File: config.mk
export PLATFORM = sky130hd
export DESIGN_NAME = svm_sample_sequencer
export DESIGN_NICKNAME = d
export VERILOG_FILES = /design/src/rtl/svm_sample_sequencer.sv
export SDC_FILE = /design/constraint.sdc
export NUM_CORES = 1
export LEC_CHECK = 0
export CAP_MARGIN = 20
export CORE_ASPECT_RATIO = 1.5
export CORE_MARGIN = 2
export CORE_UTILIZATION = 45
export CTS_CLUSTER_SIZE = 20
export DETAILED_ROUTE_END_ITERATION = 10
export PLACE_DENSITY_LB_ADDON = 0.08
export SLEW_MARGIN = 20
export SYNTH_ARGS = -nofsm -noshare
export SYNTH_HDL_FRONTEND = slang
export SYNTH_SLANG_ARGS = --single-unit
File: constraint.sdc
create_clock -name clk -period 8.05 [get_ports clk]
set_input_delay 1.61 -clock clk [delete_from_list [all_inputs] [get_ports clk]]
set_output_delay 1.61 -clock clk [all_outputs]
set_load 0.05 [all_outputs]
File: src/rtl/svm_sample_sequencer.sv
`timescale 1ns / 1ps
`default_nettype none
// ----------------------------------------------------------------------------
// Module   : svm_sample_sequencer
// Brief    : Streams labelled samples through the SVM classifier and scores it.
// Revision : 1.0
// ----------------------------------------------------------------------------
module svm_sample_sequencer #(
  parameter int N_features = 17,
  parameter int inputWidth = 4,
  parameter int classWidth = 4,
  parameter int CNT_W      = 16,
  parameter int TIMEOUT    = 1023
) (
  input  logic                             clk,
  input  logic                             rst,
  input  logic                             s_valid,
  output logic                             s_ready,
  input  logic [N_features*inputWidth-1:0] s_sample,
  input  logic [classWidth-1:0]            s_label,
  output logic [N_features*inputWidth-1:0] clf_in,
  output logic                             clf_rst_n,
  input  logic                             clf_ready,
  input  logic [classWidth-1:0]            clf_class,
  output logic                             res_valid,
  input  logic                             res_ready,
  output logic [classWidth-1:0]            res_class,
  output logic [classWidth-1:0]            res_label,
  output logic                             res_match,
  output logic                             res_timeout,
  input  logic                             stat_clear,
  output logic [CNT_W-1:0]                 stat_total,
  output logic [CNT_W-1:0]                 stat_correct
);

  localparam int c_SW    = N_features * inputWidth;
  localparam int c_TMR_W = $clog2(TIMEOUT + 1);

  localparam logic [1:0] c_IDLE   = 2'd0;
  localparam logic [1:0] c_LOAD   = 2'd1;
  localparam logic [1:0] c_RUN    = 2'd2;
  localparam logic [1:0] c_REPORT = 2'd3;

  logic [1:0]            r_state;
  logic [c_SW-1:0]       r_clf_in;
  logic [classWidth-1:0] r_label;
  logic                  r_clf_rst_n;
  logic                  r_rdy_q;
  logic [c_TMR_W-1:0]    r_tmr;
  logic [classWidth-1:0] r_res_class;
  logic                  r_res_match;
  logic                  r_res_timeout;
  logic [CNT_W-1:0]      r_total;
  logic [CNT_W-1:0]      r_correct;

  logic w_done;
  logic w_hs;

  // A ready level carried over from the previous sample must not count, so only a rising edge completes.
  assign w_done = clf_ready && !r_rdy_q;
  assign w_hs   = (r_state == c_REPORT) && res_ready;

  always_ff @(posedge clk or posedge rst) begin
    if (rst) begin
      r_state       <= c_IDLE;
      r_clf_in      <= '0;
      r_label       <= '0;
      r_clf_rst_n   <= 1'b0;
      r_rdy_q       <= 1'b1;
      r_tmr         <= '0;
      r_res_class   <= '0;
      r_res_match   <= 1'b0;
      r_res_timeout <= 1'b0;
    end else begin
      case (r_state)
        c_IDLE: begin
          if (s_valid) begin
            r_clf_in    <= s_sample;
            r_label     <= s_label;
            r_clf_rst_n <= 1'b0;
            r_state     <= c_LOAD;
          end
        end
        c_LOAD: begin
          r_rdy_q     <= 1'b1;
          r_tmr       <= '0;
          r_clf_rst_n <= 1'b1;
          r_state     <= c_RUN;
        end
        c_RUN: begin
          r_rdy_q <= clf_ready;
          if (w_done) begin
            r_res_class   <= clf_class;
            r_res_match   <= (clf_class == r_label);
            r_res_timeout <= 1'b0;
            r_state       <= c_REPORT;
          end else if (r_tmr == c_TMR_W'(TIMEOUT)) begin
            r_res_class   <= '0;
            r_res_match   <= 1'b0;
            r_res_timeout <= 1'b1;
            r_state       <= c_REPORT;
          end else begin
            r_tmr <= r_tmr + c_TMR_W'(1);
          end
        end
        default: begin
          if (res_ready) begin
            r_state <= c_IDLE;
          end
        end
      endcase
    end
  end

  // Clear takes priority over a coincident report handshake.
  always_ff @(posedge clk or posedge rst) begin
    if (rst) begin
      r_total   <= '0;
      r_correct <= '0;
    end else if (stat_clear) begin
      r_total   <= '0;
      r_correct <= '0;
    end else if (w_hs) begin
      if (r_total != {CNT_W{1'b1}}) begin
        r_total <= r_total + CNT_W'(1);
      end
      if (r_res_match && (r_correct != {CNT_W{1'b1}})) begin
        r_correct <= r_correct + CNT_W'(1);
      end
    end
  end

  assign s_ready      = (r_state == c_IDLE) && !rst;
  assign clf_in       = r_clf_in;
  assign clf_rst_n    = r_clf_rst_n;
  assign res_valid    = (r_state == c_REPORT);
  assign res_class    = r_res_class;
  assign res_label    = r_label;
  assign res_match    = r_res_match;
  assign res_timeout  = r_res_timeout;
  assign stat_total   = r_total;
  assign stat_correct = r_correct;

endmodule
`default_nettype wire

==> flow_metrics.tcl, run 1 <==
set metrics [dict create \
    cellLeakagePower_nw 3.39 \
    synth_compound_area_share_pct 10.0 \
    max_cap_violations 0 \
    clockRootBuffer "clkbuf_16" \
    worstMarginPinSlew_ns 0.902 \
    seq_area_frac_synth_pct 54.9 \
    fin_area_um2 8370 \
    clk-insertion-delay-late_ns 0.41 \
    critPathMaxFanout 2 \
    ff_latch_area_um2 3100 \
    most_used_flip_flop_cell_after_synthesis "dfrtp_1" \
    p_sw_mw 1.46 \
    irDropWorstVdd_mv 0.290 \
    report.final.setup_viol 0 \
    synth-async-reset-ratio_pct 100 \
    cts_resized 0 \
    postCtsSetupBuffers 0 \
    placement.cell_area_um2 7750 \
    layout_commonest_cell "clkdlybuf4s50_1" \
    cts_buffers 17 \
    synthToLayoutAreaGrowth_pct 48.0 \
    hold_viol 0 \
    dominant_combinational_cell_family_by_area_after_synthesis "multiplexers" \
    syn-cell-area_um2 5660 \
    fin_setup_tns_ns 0 \
    number_of_instances_in_the_synthesized_netlist 473 \
    outcome "completed" \
    synth.avg_cell_area_um2 12.0 \
    chipHeight_um 141 \
    r2r_cells 7 \
    netlist-cell-type-count 57 \
    place_hpwl_um 10100 \
    gp_congestion 0.821 \
    drt_first_iter_violations 199 \
    final_max_slew_viol_count 0 \
    core_um2 12400 \
    cp_data_required_time_ns 6.44 \
    ant_nets 0 \
    start_util_pct 45.7 \
    dieArea_um2 13500 \
    period_minus_slack_ns 4.61 \
    cts_buffer_depth 2 \
    min_delay_path_depth 1 \
    max_freq_ghz 0.217 \
    cts.sinks 124 \
    most_frequent_cells_in_the_layout "194 x clkdlybuf4s50_1, 123 x dfrtp_1, 73 x mux2_2" \
    xor_xnor_share_of_the_synthesized_area_pct 0.929 \
    port_buf_inserts 194 \
    synthesized_flop_and_latch_total 124 \
    die_x_um 95.5 \
    post-route-period-util_pct 57.3 \
    grt_first_pass_wirelength_um 22600 \
    fillCellCount 949 \
    maximum_number_of_pins_on_one_net_before_global_route_repair 74 \
    startpoint_type "primary input" \
    multi_input_comb_area_um2 2410 \
    ys_top_cells_by_area "dfrtp_1 54%, mux2_2 15%, a21oi_1 2.6%, o31ai_1 1.7%, nand2_1 1.7%" \
    first_global_vias 4560 \
    route.detailed.wl_per_inst_um 16.7 \
    htreeDepth 4 \
    synth_edf_count 0 \
    sw_frac_of_total_pct 42.7 \
    antenna_found_initial 0 \
    synth-adder-area-share_pct 1.55 \
    synthesis.nets 562 \
    row_count 50 \
    via_count 4627 \
    yosys_warnings 0 \
    rsz0062_at_grt "no" \
    cellInternalPower_mw 1.96 \
    postLayoutCoreUtil_pct 67.6 \
    worstSetupEndpointType "output port" \
    fin_worst_skew_ns 0.00893 \
    clkPwrFrac_pct 22.9 \
    power.sequential.fraction_pct 28.0 \
    vias_per_cell 5.50 \
    critical_path_arrival_ns 3.00 \
    share_of_power_burned_in_combinational_logic_pct 49.1 \
    slew_headroom_pct 39.8 \
    route.detailed.drc 0 \
    nets 762 \
    synth_simple_gate_area_share_pct 14.4 \
    drive_above_1_share_pct 18.5 \
    global_route_total_overflow 0 \
    min_path_type "reg -> reg" \
    diodes 0 \
    drt_wl_total_um 14100 \
    pwr_density_cell_nw_per_um2 409 \
    setup.worst_path.class "in -> out" \
    mux_contribution_to_synthesized_area_pct 15.6 \
    tritoncts_clock_tree "built" \
    detailedRoute.firstPassIterationCount 4 \
    floorplan.io_pins 195 \
    worst_setup_hold_path_clk_slew_ns 0.06 \
    grt_use_total_pct 21.4 \
    cts-hold-fix-buffers 0 \
    synth_largest_area_cell "dfrtp_1" \
    post-synth-top-area-fraction_pct 54.4 \
]
==> layer usage <==
layer	wire length (um)	GRT usage [%]	up-vias
li1	-	-	2155
met1	5340	25.0	2322
met2	7780	37.4	137
met3	695	5.31	13
met4	245	7.67	0
met5	0	0	-
==> synthesized netlist by cell type (3+ instances only) <==
| cell type | count |
|---|---|
| nor2b_1 | 5 |
| o22ai_1 | 6 |
| nor4_1 | 7 |
| dfrtp_1 | 123 |
| nand4_2 | 3 |
| xnor2_1 | 6 |
| o21ai_0 | 16 |
| nand4_1 | 10 |
| a21oi_1 | 29 |
| nor2_1 | 16 |
| buf_2 | 5 |
| inv_1 | 18 |
| nand2_1 | 25 |
| o21ai_1 | 3 |
| clkbuf_1 | 11 |
| mux2_2 | 73 |
| nand3_2 | 3 |
| and3_1 | 3 |
| o31ai_1 | 13 |
| nand3_1 | 15 |
| or4_1 | 12 |
| nor3_1 | 8 |
| ha_1 | 7 |
| mux2i_1 | 5 |
| o41ai_1 | 3 |
| and4_1 | 3 |
| or3_1 | 7 |
| a31oi_1 | 3 |
==> worst max-delay path: stages <==
cell and delay (ns):
clkdlybuf4s50_1 0.47, nor2_1 0.11, clkdlybuf4s50_1 0.81
==> stage by stage <==
stage	hold slack [ns]	worst slack [ns]	std cells	total power [mW]
after floorplan	0.470	3.14	473	2.08
after global placement	0.486	3.46	810	2.63
after detailed placement	0.484	3.44	810	2.66
after CTS	0.498	3.43	842	3.46
after global routing	0.512	3.39	842	3.57
final	0.494	3.44	842	3.42
==> flip-flops by register name (all words and copies together), names as in the netlist <==
name,flops
res_timeout,1
stat_correct,16
r_tmr,10
clf_rst_n,1
res_match,1
res_class,4
stat_total,16
r_rdy_q,1
res_label,4
clf_in,68
r_state,2
==> cell type report <==
class                           instances  share of cell area (%)
Sequential cell                       124                    37.1
Multi-Input combinational cell        314                    28.8
Timing Repair Buffer                  198                    23.6
Clock buffer                           20                    5.46
Tap cell                              156                    2.33
Clock inverter                         12                    1.94
Inverter                               18                   0.837
==> path summary, 6_finish.rpt <==
check                             from           end  slack [ns]
min                        res_timeout   res_timeout        0.49
max in group asynchronous          rst  res_class[1]        5.01
max                                rst       s_ready        3.44
min reg2reg                res_timeout   res_timeout        0.49
min in group asynchronous          rst     clf_in[3]        1.73
max reg2reg                 r_state[0]    r_state[0]        5.88
==> power groups by stage <==
stage                     clock, mW  sequential (mW)  combinational, mW
after floorplan                   0             1.67              0.414
after global placement            0            0.954               1.67
after detailed placement          0            0.969               1.69
after CTS                     0.799            0.961               1.70
after global routing          0.824            0.991               1.76
final                         0.786            0.959               1.68
==> cells by family (layout without fill, tap and decap cells) <==
logic type | after synthesis | count (layout)
fa+ha+maj | 7 | 7
simple gates | 133 | 133
mux | 79 | 79
xor+xnor | 6 | 6
buf+inv | 35 | 248
flops | 124 | 124
compound gates | 89 | 89
Power figures use the tool's default switching activity.
==> run 2, diff against run 1 <==
--- a/config.mk
+++ b/config.mk
@@ -8,7 +8,7 @@
 export CAP_MARGIN = 20
 export CORE_ASPECT_RATIO = 1.5
 export CORE_MARGIN = 2
-export CORE_UTILIZATION = 45
+export CORE_UTILIZATION = 41
 export CTS_CLUSTER_SIZE = 20
 export DETAILED_ROUTE_END_ITERATION = 10
 export PLACE_DENSITY_LB_ADDON = 0.08
==> constraint.sdc (replaced) <==
create_clock -name clk -period 4 [get_ports clk]
set_input_delay 0.8 -clock clk [delete_from_list [all_inputs] [get_ports clk]]
set_output_delay 0.8 -clock clk [all_outputs]
set_load 0.05 [all_outputs]
==> run 2 against run 1 <==
Clock skew decreased by 0.00051 ns. Clock power increased by 110%. Sequential power increased by 100%. Die area increased by 9.4%. Worst hold slack improved by 0.00094 ns. Critical path type is now reg -> out. First-iteration DRC count decreased by 37%. Critical path depth increased by 2. Setup slack got worse by 2.4 ns.
==> flow_metrics.tcl, run 2 (synthesis results as in run 1) <==
set metrics [dict create \
    post-route-period-util_pct 74.6 \
    final_max_slew_viol_count 0 \
    placement.cell_area_um2 7790 \
    pwr_density_cell_nw_per_um2 828 \
    core_um2 13500 \
    min_path_type "reg -> reg" \
    row_count 52 \
    post-route-worst-setup-slack_ns 1.02 \
    cts_buffers 17 \
    cts_buffer_depth 2 \
    cts_resized 0 \
    cts.sinks 124 \
    most_frequent_cells_in_the_layout "194 x clkdlybuf4s50_1, 123 x dfrtp_1, 73 x mux2_2" \
    maximum_number_of_pins_on_one_net_before_global_route_repair 45 \
    sw_frac_of_total_pct 42.5 \
    critPathMaxStageDelay_ns 0.80 \
    worst_setup_hold_path_clk_slew_ns 0.05 \
    port_buf_inserts 194 \
    critical_path_arrival_ns 2.18 \
    p_sw_mw 2.96 \
    max_freq_ghz 0.335 \
    cellLeakagePower_nw 3.41 \
    fin_area_um2 8430 \
    htreeDepth 4 \
    grt_first_pass_wirelength_um 24100 \
    grt_use_total_pct 20.5 \
    power.sequential.fraction_pct 27.7 \
    ant_nets 0 \
    worstMarginPinSlew_ns 0.760 \
    critical_path.cell_chain "inv_1 > ha_1 > inv_1 > nor2_1 > clkdlybuf4s50_1" \
    cts-hold-fix-buffers 0 \
    critPathMaxFanout 5 \
    max_cap_violations 0 \
    worstSetupEndpointType "output port" \
    place_hpwl_um 10600 \
    fin_worst_skew_ns 0.00842 \
    first_global_vias 4812 \
    nets 764 \
    share_of_power_burned_in_combinational_logic_pct 48.6 \
    layout_commonest_cell "clkdlybuf4s50_1" \
    crit_slowest_cell "clkdlybuf4s50_1" \
    detailedRoute.firstPassIterationCount 4 \
    outcome "completed" \
    rsz0062_at_grt "no" \
    report.final.setup_viol 0 \
    diodes 0 \
    vias_per_cell 5.42 \
    via_count 4608 \
    setup.worst_path.class "reg -> out" \
    route.detailed.wl_per_inst_um 17.1 \
    drt_wl_total_um 14500 \
    slew_headroom_pct 49.1 \
    instances_no_fill 850 \
    cp_data_required_time_ns 3.20 \
    clk-insertion-delay-late_ns 0.41 \
    global_route_total_overflow 0 \
    floorplan.io_pins 195 \
    hold_viol 0 \
    drive_above_1_share_pct 18.9 \
    dieArea_um2 14800 \
    start_util_pct 42.0 \
    most_numerous_cell_on_the_critical_path "inv_1" \
    grt-busiest-layer "met2" \
    postCtsSetupBuffers 0 \
    fin_setup_tns_ns 0 \
    placed_cells 818 \
    chipHeight_um 148 \
    postLayoutCoreUtil_pct 62.6 \
    gr-usage-met1_pct 23.0 \
    route.detailed.drc 0 \
    tritoncts_clock_tree "built" \
    post-place-ws_ns 1.04 \
    startpoint_type "register" \
    gp_congestion 0.797 \
    groute.layer.met2.usage_pct 36.6 \
    period_minus_slack_ns 2.98 \
    cellInternalPower_mw 4.02 \
    globalRouteMet3Util_pct 6.10 \
    antenna_found_initial 0 \
    die_x_um 99.9 \
    drt_first_iter_violations 125 \
    clkPwrFrac_pct 23.7 \
    synthToLayoutAreaGrowth_pct 49.1 \
    irDropWorstVdd_mv 0.597 \
    largest_register_ffs 68 \
    clockRootBuffer "clkbuf_16" \
]
## run 2: power by group through the flow
stage	registers [mW]	logic, mW	clock network (mW)
floorplan	3.35	0.833	0
global placement	1.92	3.38	0
detailed placement	1.95	3.42	0
CTS	1.94	3.43	1.69
global route	1.99	3.55	1.76
finish	1.93	3.40	1.65
## run 2: layout make-up
| class | instances | area, um^2 |
|---|---|---|
| clock buffers | 19 | 453 |
| clock inverters | 13 | 191 |
| fillers | 1130 | 5040 |
| inverters | 18 | 71.3 |
| multi-input cells | 314 | 2410 |
| flip-flops and latches | 124 | 3100 |
| well taps | 162 | 203 |
| repair buffers | 200 | 2000 |
## run 2: metal layers
metal,up-vias,part of all wire [%]
met3,18,5.4
met5,-,0
met4,0,1.5
met1,2288,38
met2,135,55
li1,2167,-
## run 2: final timing paths
path | startpoint | endpoint | slack (ns) | cells past startpoint
min | res_timeout | res_timeout | 0.50 | 1
min reg2reg | res_timeout | res_timeout | 0.50 | 1
min in group asynchronous | rst | stat_total[2] | 0.68 | 2
max in group asynchronous | rst | clf_in[49] | 2.57 | 3
max | r_state[1] | s_ready | 1.02 | 5
max reg2reg | r_state[1] | clf_in[20] | 1.83 | 5
## run 2: critical path: cells and delay by family (launching register included)
kind                     cells  cell delay, ns
buffers and inverters        3            1.00
flip-flops                   1            0.42
AND/OR/NAND/NOR              1            0.11
adder cells (fa/ha/maj)      1            0.25
## run 2: per-stage QoR
stage | total power [mW] | hold WS, ns
after floorplan | 4.19 | 0.470
after global placement | 5.30 | 0.480
after detailed placement | 5.37 | 0.487
after CTS | 7.06 | 0.499
after global routing | 7.30 | 0.522
final | 6.98 | 0.495
